--- config.mk ---
export PLATFORM = sky130hd
export DESIGN_NAME = pipeline_hazard_ctrl
export DESIGN_NICKNAME = d
export VERILOG_FILES = /design/src/rtl/hazard_pkg.sv /design/src/rtl/hazard_src_match.sv /design/src/rtl/pipeline_hazard_ctrl.sv
export SDC_FILE = /design/constraint.sdc
export NUM_CORES = 1
export LEC_CHECK = 0
export ABC_AREA = 1
export CORE_UTILIZATION = 48
export CTS_BUF_LIST = sky130_fd_sc_hd__clkbuf_4
export DETAILED_ROUTE_END_ITERATION = 7
export PLACE_DENSITY = 0.85
export SKIP_LAST_GASP = 1
export SYNTH_ARGS = -nofsm -noshare
export SYNTH_HDL_FRONTEND = slang
export SYNTH_SLANG_ARGS = --single-unit
--- constraint.sdc ---
create_clock -name clk -period 3.3 [get_ports clk]
set_clock_uncertainty 0.2 [all_clocks]
set_input_delay 0.33 -clock clk [delete_from_list [all_inputs] [get_ports clk]]
set_output_delay 0.33 -clock clk [all_outputs]
set_load 0.01 [all_outputs]
--- src/rtl/hazard_pkg.sv ---
// rtl/hazard_pkg.sv - shared definitions for the pipeline hazard controller
// Purpose: FSM state encoding, wait-timeout constant, ID source mask bit
//          positions and a saturating counter helper.
// Ports:   none (package).
package hazard_pkg;

  typedef enum logic {
    ST_RUN      = 1'b0,
    ST_MEM_WAIT = 1'b1
  } state_e;

  localparam logic [7:0] WAIT_TIMEOUT = 8'd255;

  // Bit positions inside id_src_valid / the packed source vector.
  localparam int SRC_ALU_RN = 0;
  localparam int SRC_ALU_RM = 1;
  localparam int SRC_MEM_RN = 2;
  localparam int SRC_MEM_RD = 3;

  function automatic logic [15:0] sat_inc16(input logic [15:0] v, input logic en);
    return (en && v != 16'hFFFF) ? v + 16'd1 : v;
  endfunction

endpackage

--- src/rtl/hazard_src_match.sv ---
// rtl/hazard_src_match.sv - compares four ID source indices against a load destination
// Purpose: reports whether any enabled ID source register equals the EX load
//          destination register.
// Ports:   src[3:0][2:0] - source indices, ordered by hazard_pkg SRC_* positions
//          src_valid[3:0] - per-source use mask
//          rd[2:0]        - EX-stage load destination
//          match          - 1 when an enabled source equals rd
module hazard_src_match import hazard_pkg::*; (
  input  logic [3:0][2:0] src,
  input  logic [3:0]      src_valid,
  input  logic [2:0]      rd,
  output logic            match
);

  always_comb begin
    match = 1'b0;
    for (int i = 0; i < 4; i++) begin
      if (src_valid[i] && src[i] == rd) match = 1'b1;
    end
  end

endmodule

--- src/rtl/pipeline_hazard_ctrl.sv ---
// rtl/pipeline_hazard_ctrl.sv - load-use stall, flush and memory-freeze control
// Purpose: drives PC / pipeline register write enables, flushes and the bubble
//          control from load-use hazards, taken branches, undefined
//          instructions and data-memory busy; latches flush requests seen
//          during a freeze and flags a sticky memory timeout.
// Ports:   clk, reset (sync, active-high)
//          id_alu_rn/id_alu_rm/id_mem_rn/id_mem_rd, id_src_valid - ID sources
//          p2_memRead, p2_mem_regWrite, p2_mem_rd - EX load info
//          ex_branch_taken, ex_undef, mem_busy - control events
//          pc_write..mem_wb_write - write enables
//          if_flush, id_flush, ex_flush, p2_pipeline_stall - flush/bubble
//          mem_timeout - sticky error
//          stall_count, flush_count, freeze_count - only with HAZARD_PERF_CNT_EN
module pipeline_hazard_ctrl import hazard_pkg::*; (
  input  logic       clk,
  input  logic       reset,
  input  logic [2:0] id_alu_rn,
  input  logic [2:0] id_alu_rm,
  input  logic [2:0] id_mem_rn,
  input  logic [2:0] id_mem_rd,
  input  logic [3:0] id_src_valid,
  input  logic       p2_memRead,
  input  logic       p2_mem_regWrite,
  input  logic [2:0] p2_mem_rd,
  input  logic       ex_branch_taken,
  input  logic       ex_undef,
  input  logic       mem_busy,
  output logic       pc_write,
  output logic       if_id_write,
  output logic       id_ex_write,
  output logic       ex_mem_write,
  output logic       mem_wb_write,
  output logic       if_flush,
  output logic       id_flush,
  output logic       ex_flush,
  output logic       p2_pipeline_stall,
  output logic       mem_timeout
`ifdef HAZARD_PERF_CNT_EN
  ,
  output logic [15:0] stall_count,
  output logic [15:0] flush_count,
  output logic [15:0] freeze_count
`endif
);

  state_e     state_q, state_d;
  logic       pend_branch_q, pend_branch_d;
  logic       pend_undef_q, pend_undef_d;
  logic [7:0] wait_cnt_q, wait_cnt_d;
  logic       timeout_q, timeout_d;

  logic [3:0][2:0] src_vec;
  logic            src_match;
  logic            load_use;
  logic            eff_branch, eff_undef;

  always_comb begin
    src_vec             = '0;
    src_vec[SRC_ALU_RN] = id_alu_rn;
    src_vec[SRC_ALU_RM] = id_alu_rm;
    src_vec[SRC_MEM_RN] = id_mem_rn;
    src_vec[SRC_MEM_RD] = id_mem_rd;
  end

  hazard_src_match u_src_match (
    .src       (src_vec),
    .src_valid (id_src_valid),
    .rd        (p2_mem_rd),
    .match     (src_match)
  );

  assign load_use = p2_memRead & p2_mem_regWrite & src_match;

  // Pending flags are only ever set during a freeze, so in RUN they are 0 and
  // these reduce to the live EX requests; on the release cycle they replay.
  assign eff_branch = ex_branch_taken | pend_branch_q;
  assign eff_undef  = ex_undef | pend_undef_q;

  always_comb begin
    state_d       = state_q;
    pend_branch_d = pend_branch_q;
    pend_undef_d  = pend_undef_q;
    wait_cnt_d    = wait_cnt_q;
    if (mem_busy) begin
      state_d       = ST_MEM_WAIT;
      pend_branch_d = pend_branch_q | ex_branch_taken;
      pend_undef_d  = pend_undef_q | ex_undef;
      if (state_q == ST_MEM_WAIT && wait_cnt_q != WAIT_TIMEOUT)
        wait_cnt_d = wait_cnt_q + 8'd1;
    end else begin
      state_d       = ST_RUN;
      pend_branch_d = 1'b0;
      pend_undef_d  = 1'b0;
      wait_cnt_d    = 8'd0;
    end
    timeout_d = timeout_q | (wait_cnt_d == WAIT_TIMEOUT);
  end

  always_comb begin
    pc_write          = 1'b1;
    if_id_write       = 1'b1;
    id_ex_write       = 1'b1;
    ex_mem_write      = 1'b1;
    mem_wb_write      = 1'b1;
    if_flush          = 1'b0;
    id_flush          = 1'b0;
    ex_flush          = 1'b0;
    p2_pipeline_stall = 1'b0;
    if (reset) begin
      // idle outputs while in reset
    end else if (mem_busy) begin
      pc_write     = 1'b0;
      if_id_write  = 1'b0;
      id_ex_write  = 1'b0;
      ex_mem_write = 1'b0;
      mem_wb_write = 1'b0;
    end else if (eff_undef) begin
      if_flush = 1'b1;
      id_flush = 1'b1;
      ex_flush = 1'b1;
    end else if (eff_branch) begin
      if_flush = 1'b1;
      id_flush = 1'b1;
    end else if (load_use) begin
      pc_write          = 1'b0;
      if_id_write       = 1'b0;
      p2_pipeline_stall = 1'b1;
    end
  end

  assign mem_timeout = timeout_q & ~reset;

  always_ff @(posedge clk) begin
    if (reset) begin
      state_q       <= ST_RUN;
      pend_branch_q <= 1'b0;
      pend_undef_q  <= 1'b0;
      wait_cnt_q    <= 8'd0;
      timeout_q     <= 1'b0;
    end else begin
      state_q       <= state_d;
      pend_branch_q <= pend_branch_d;
      pend_undef_q  <= pend_undef_d;
      wait_cnt_q    <= wait_cnt_d;
      timeout_q     <= timeout_d;
    end
  end

`ifdef HAZARD_PERF_CNT_EN
  logic [15:0] stall_count_q, stall_count_d;
  logic [15:0] flush_count_q, flush_count_d;
  logic [15:0] freeze_count_q, freeze_count_d;

  always_comb begin
    stall_count_d  = sat_inc16(stall_count_q, p2_pipeline_stall);
    flush_count_d  = sat_inc16(flush_count_q, if_flush);
    freeze_count_d = sat_inc16(freeze_count_q, mem_busy);
  end

  always_ff @(posedge clk) begin
    if (reset) begin
      stall_count_q  <= 16'd0;
      flush_count_q  <= 16'd0;
      freeze_count_q <= 16'd0;
    end else begin
      stall_count_q  <= stall_count_d;
      flush_count_q  <= flush_count_d;
      freeze_count_q <= freeze_count_d;
    end
  end

  assign stall_count  = stall_count_q;
  assign flush_count  = flush_count_q;
  assign freeze_count = freeze_count_q;
`endif

endmodule

# Word-level counts from Yosys, hierarchy flattened
# Index checks and enable logic that the tools add are counted.
[op_classes]
addsub = 1
eq_ne = 6
muxes = 26
bitwise_logic = 8
reduce_logical = 6
[ops]
columns = ["op", "n"]
rows = [
  ["$mux W1", 24],
  ["$mux W8", 2],
  ["$eq A3 B3 Y1", 4],
  ["$add A8 B1 Y8 const B", 1],
  ["$eq A8 B8 Y1 const B", 1],
  ["$ne A8 B8 Y1 const B", 1],
  ["$logic_and A1 B1 Y1", 5],
  ["$and A1 B1 Y1", 3],
  ["$or A1 B1 Y1", 3],
  ["$not A1 Y1", 2],
  ["$reduce_or A2 Y1", 1],
]
[word_totals]
regBits = 12
out_inout_bits = 10

# Longest topological paths before layout
[logic_depth]
ltp_word = 12
ltp_mapped = 11

# By module
# From an unflattened synthesis, not the netlist that was laid out.
[unflattened]
hier_cells = 169
area_unflattened_um2 = 992.2
[modules_own_cells]
columns = ["mod", "n_inst", "cells_per_inst", "area_each_um2", "seq_area_each_um2"]
rows = [
  ["pipeline_hazard_ctrl", 1, 110, 742.0, 240.2],
  ["hazard_src_match", 1, 59, 250.2, 0.0],
]

# Least setup slack after synthesis
# No wires, ideal clock.
[synth_path]
kind = "in2out"
from = "input port p2_mem_rd[0]"
to = "output port pc_write"
t_arrival_ns = 1.272
slack_ns = 1.498
stages = 8
cell_sequence = "inv_1 -> or2_2 -> nand4_1 -> nand2_1 -> nor2_1 -> nor2_1 -> nor2_1 -> buf_4"
[synth_via]
elab_chain_len = 12
word_cells_on_any_way = 18
cone_classes = "eq/ne (4); mux (9); bitwise (1); reduce/logical (4)"
[synth_lines]
columns = ["element", "line", "source"]
rows = [
  ["start: declaration", "pipeline_hazard_ctrl.sv:24", "input logic [2:0] p2_mem_rd,"],
  ["$eq A3 B3 Y1", "hazard_src_match.sv:18", "if (src_valid[i] && src[i] == rd) match = 1'b1;"],
  ["$logic_and A1 B1 Y1", "hazard_src_match.sv:18", ""],
  ["$mux W1 (3 in a row)", "hazard_src_match.sv:18", ""],
  ["$mux W1 (*)", "hazard_src_match.sv:18", ""],
  ["$and A1 B1 Y1 (*)", "pipeline_hazard_ctrl.sv:72", "assign load_use = p2_memRead & p2_mem_regWrite & src_match;"],
  ["$mux W1 (*) (5 in a row)", "n/a", ""],
  ["end: declaration", "pipeline_hazard_ctrl.sv:28", "output logic pc_write,"],
]
# Every way passes the cells marked *; elsewhere a longest branch is shown, timed or not.

# Final worst setup path
[layout_path]
from = "input port p2_mem_rd[0]"
to = "output port if_id_write"
[layout_via]
elab_chain_len = 12
word_cells_on_any_way = 18
cone_classes = "eq/ne (4); mux (9); bitwise (1); reduce/logical (4)"
[layout_lines]
columns = ["element", "line", "source"]
rows = [
  ["$eq A3 B3 Y1", "hazard_src_match.sv:18", ""],
  ["$logic_and A1 B1 Y1", "hazard_src_match.sv:18", ""],
  ["$mux W1 (3 in a row)", "hazard_src_match.sv:18", ""],
  ["$mux W1 (*)", "hazard_src_match.sv:18", ""],
  ["$and A1 B1 Y1 (*)", "pipeline_hazard_ctrl.sv:72", ""],
  ["$mux W1 (*)", "pipeline_hazard_ctrl.sv:124", "end else if (load_use) begin"],
  ["$mux W1 (*)", "pipeline_hazard_ctrl.sv:121", "end else if (eff_branch) begin"],
  ["$mux W1 (*)", "pipeline_hazard_ctrl.sv:117", "end else if (eff_undef) begin"],
  ["$mux W1 (*)", "pipeline_hazard_ctrl.sv:111", "end else if (mem_busy) begin"],
  ["$mux W1 (*)", "pipeline_hazard_ctrl.sv:109", "if (reset) begin"],
  ["end: declaration", "pipeline_hazard_ctrl.sv:29", "output logic if_id_write,"],
]
# Marks and branches as above.

==> impl_metrics.tcl <==
set metrics [dict create \
    status "finished, final reports clean" \
    cap_violations 0 \
    wl_mm 1.99 \
    viasPerCell 4.97 \
    arrival_ps 2230 \
    path_class "input port to output port" \
    max_slew_margin_pct 72.2 \
    hold_viol_final 0 \
    hold_start "timeout_q" \
    ir_drop_v 0.000167 \
    grt-ovfl-total 0 \
    grt_max_degree 12 \
    synthFlopType "dfxtp_1" \
    placed_cells 192 \
    synth_area_um2 893 \
    die_w_um 45.1 \
    row_count 15 \
    hp-class "flip-flop to flip-flop" \
    p_leak_nw 0.511 \
    grt_pass1_vias 878 \
    final_common_cell "clkdlybuf4s50_1" \
    ys_seq_elements 12 \
    async_flop_share_pct 0 \
    clk_path_buf_depth 2 \
    antenna_found_initial 0 \
    yosys_warnings 0 \
    syn_inst 138 \
    worstSetupEndpointType "output port" \
    io_buffers 35 \
    r2r-end "timeout_q" \
    cts_sinks 12 \
    startpoint_type "input port" \
    n_antenna_cell 0 \
    synth_cell_types 24 \
    cts_tree "yes" \
    gp_congestion 0.812 \
    die_area_um2 2040 \
    htree_levels 1 \
    vias 969 \
    routedWlPerCell_um 10.2 \
    cts_buffers 3 \
    post_cts_buffers 0 \
    fp.dieH_um 45.1 \
    synth_area_leaders "dfxtp_1 (27%), nand2_1 (11%), nor2_1 (11%)" \
    syn_to_final_growth_pct 40.2 \
    rsz0062_at_grt "false" \
    tightest_slew_ps 415 \
    final_max_slew_viol_count 0 \
    tns_ps 0 \
    seq_area_frac_synth_pct 26.9 \
    synth.largest_area_cell "dfxtp_1" \
    syn_avg_cell_area_um2 6.47 \
    fin_nets 199 \
    wl_met3_um 121 \
    clk_pin_slew_ps 70 \
    period_needed_ps 2760 \
    ctsResizeCount 0 \
    grt_pass1_wl_mm 3.24 \
    most-common-layout-cells "clkdlybuf4s50_1 (35), nand2_1 (26), nor2_1 (25), inv_1 (17), dfxtp_1 (12)" \
    max_freq_ghz 0.362 \
    finalPower_uw 324 \
    whs_ps 262 \
    final_cells 195 \
    cts_hold_buf 0 \
    dr_wl_met2_mm 1.09 \
    routed.top_layer "met4" \
    regToRegStartpoint "wait_cnt_q[0]" \
    final.period_utilization_pct 83.7 \
    core_area_um2 1730 \
    setup_viol 0 \
    hold_path_depth 2 \
    hold_end "timeout_q" \
    post-route-drc-count 0 \
    reg2regPathDepth 10 \
    drt_iter0_markers 12 \
    worstSkewPairLatency_ps 270 \
    power.density_nw_per_um2 259 \
    fillers 145 \
    ios 36 \
    postRouteAntennaNets 0 \
    synth_fp_nets 165 \
    worstSetupStartpoint "p2_mem_rd[0]" \
    final_util_pct 72.5 \
    initial_core_util_pct 51.7 \
    hpwl_mm 1.67 \
    root_buffer "clkbuf_4" \
    synth_top_area_share_pct 26.9 \
    synth_edf_count 0 \
    required_ps 2770 \
    regToRegSetupSlack_ps 1500 \
    firstDrtPassIters 4 \
    drive_above_1_share_pct 9.41 \
    drt-met1-wl_um 749 \
    crit_fanout 4 \
    grt.total_usage_pct 21.8 \
]
==> report_power, final <==
| group | total [mW] | switching [mW] | internal (mW) |
|---|---|---|---|
| clock network | 0.0868 | 0.0445 | 0.0423 |
| registers | 0.152 | 0.00344 | 0.148 |
| logic | 0.0858 | 0.0354 | 0.0504 |
==> layer usage <==
metal | global-route usage (%) | up-vias
met5 | 0 | -
met4 | 9.09 | 0
met3 | 3.60 | 3
met2 | 44.3 | 36
met1 | 20.8 | 432
li1 | - | 498
==> cell type report <==
class	instances	area (um^2)	share of cell area (%)
clock buffer	3	22.5	1.80
inverter	17	63.8	5.09
multi-input combinational	103	544	43.5
sequential	12	240	19.2
tap	25	31.3	2.50
timing repair buffer	35	350	28.0
==> logic make-up (layout without fill, tap and decap cells) <==
group                    Yosys count  after routing  share of synthesized area (%)
AND/OR/NAND/NOR                   83             83                           44.3
buffers and inverters             23             55                           12.2
flip-flops                        12             12                           26.9
AO/OA/AOI/OAI                     10             10                           6.44
XOR/XNOR                           9              9                           8.82
adder cells (fa/ha/maj)            1              1                           1.40
==> registers in the layout (all words and copies together), names as in the netlist <==
register and count:
pend_undef_q 1, pend_branch_q 1, state_q 1, wait_cnt_q 8, timeout_q 1
==> through the flow <==
step / setup WS, ps / area, um^2
after floorplan: 1500 / 893
after global placement: 598 / 1230
after detailed placement: 526 / 1230
after CTS: 513 / 1250
after global routing: 411 / 1250
final: 539 / 1250
==> cells in the mapped netlist (3+ instances only) <==
master,count
nand2_1,26
xnor2_1,7
nor3_1,8
nand3_1,5
nor2_1,25
buf_4,4
dfxtp_1,12
a21oi_1,5
nand4_1,6
o21ai_0,3
nand2_2,3
inv_1,17
==> critical path: stages <==
cell	delay, ps
clkdlybuf4s50_1	530
inv_1	90
or2_2	270
nand4_1	90
nand2_1	60
nor2_1	120
nor2_1	60
nor2_1	120
clkdlybuf4s50_1	560
==> worst max-delay path by stage <==
| stage | slack [ps] | cells after the start | to |
|---|---|---|---|
| 6_report | 540 | 9 | if_id_write |
| 4_1_cts | 510 | 9 | if_id_write |
| 2_1_floorplan | 1500 | 8 | pc_write |
| 5_1_grt | 410 | 9 | if_id_write |
| 3_3_place_gp | 600 | 9 | if_id_write |
| 3_5_place_dp | 530 | 9 | if_id_write |
(Power assumes the default switching activity.)
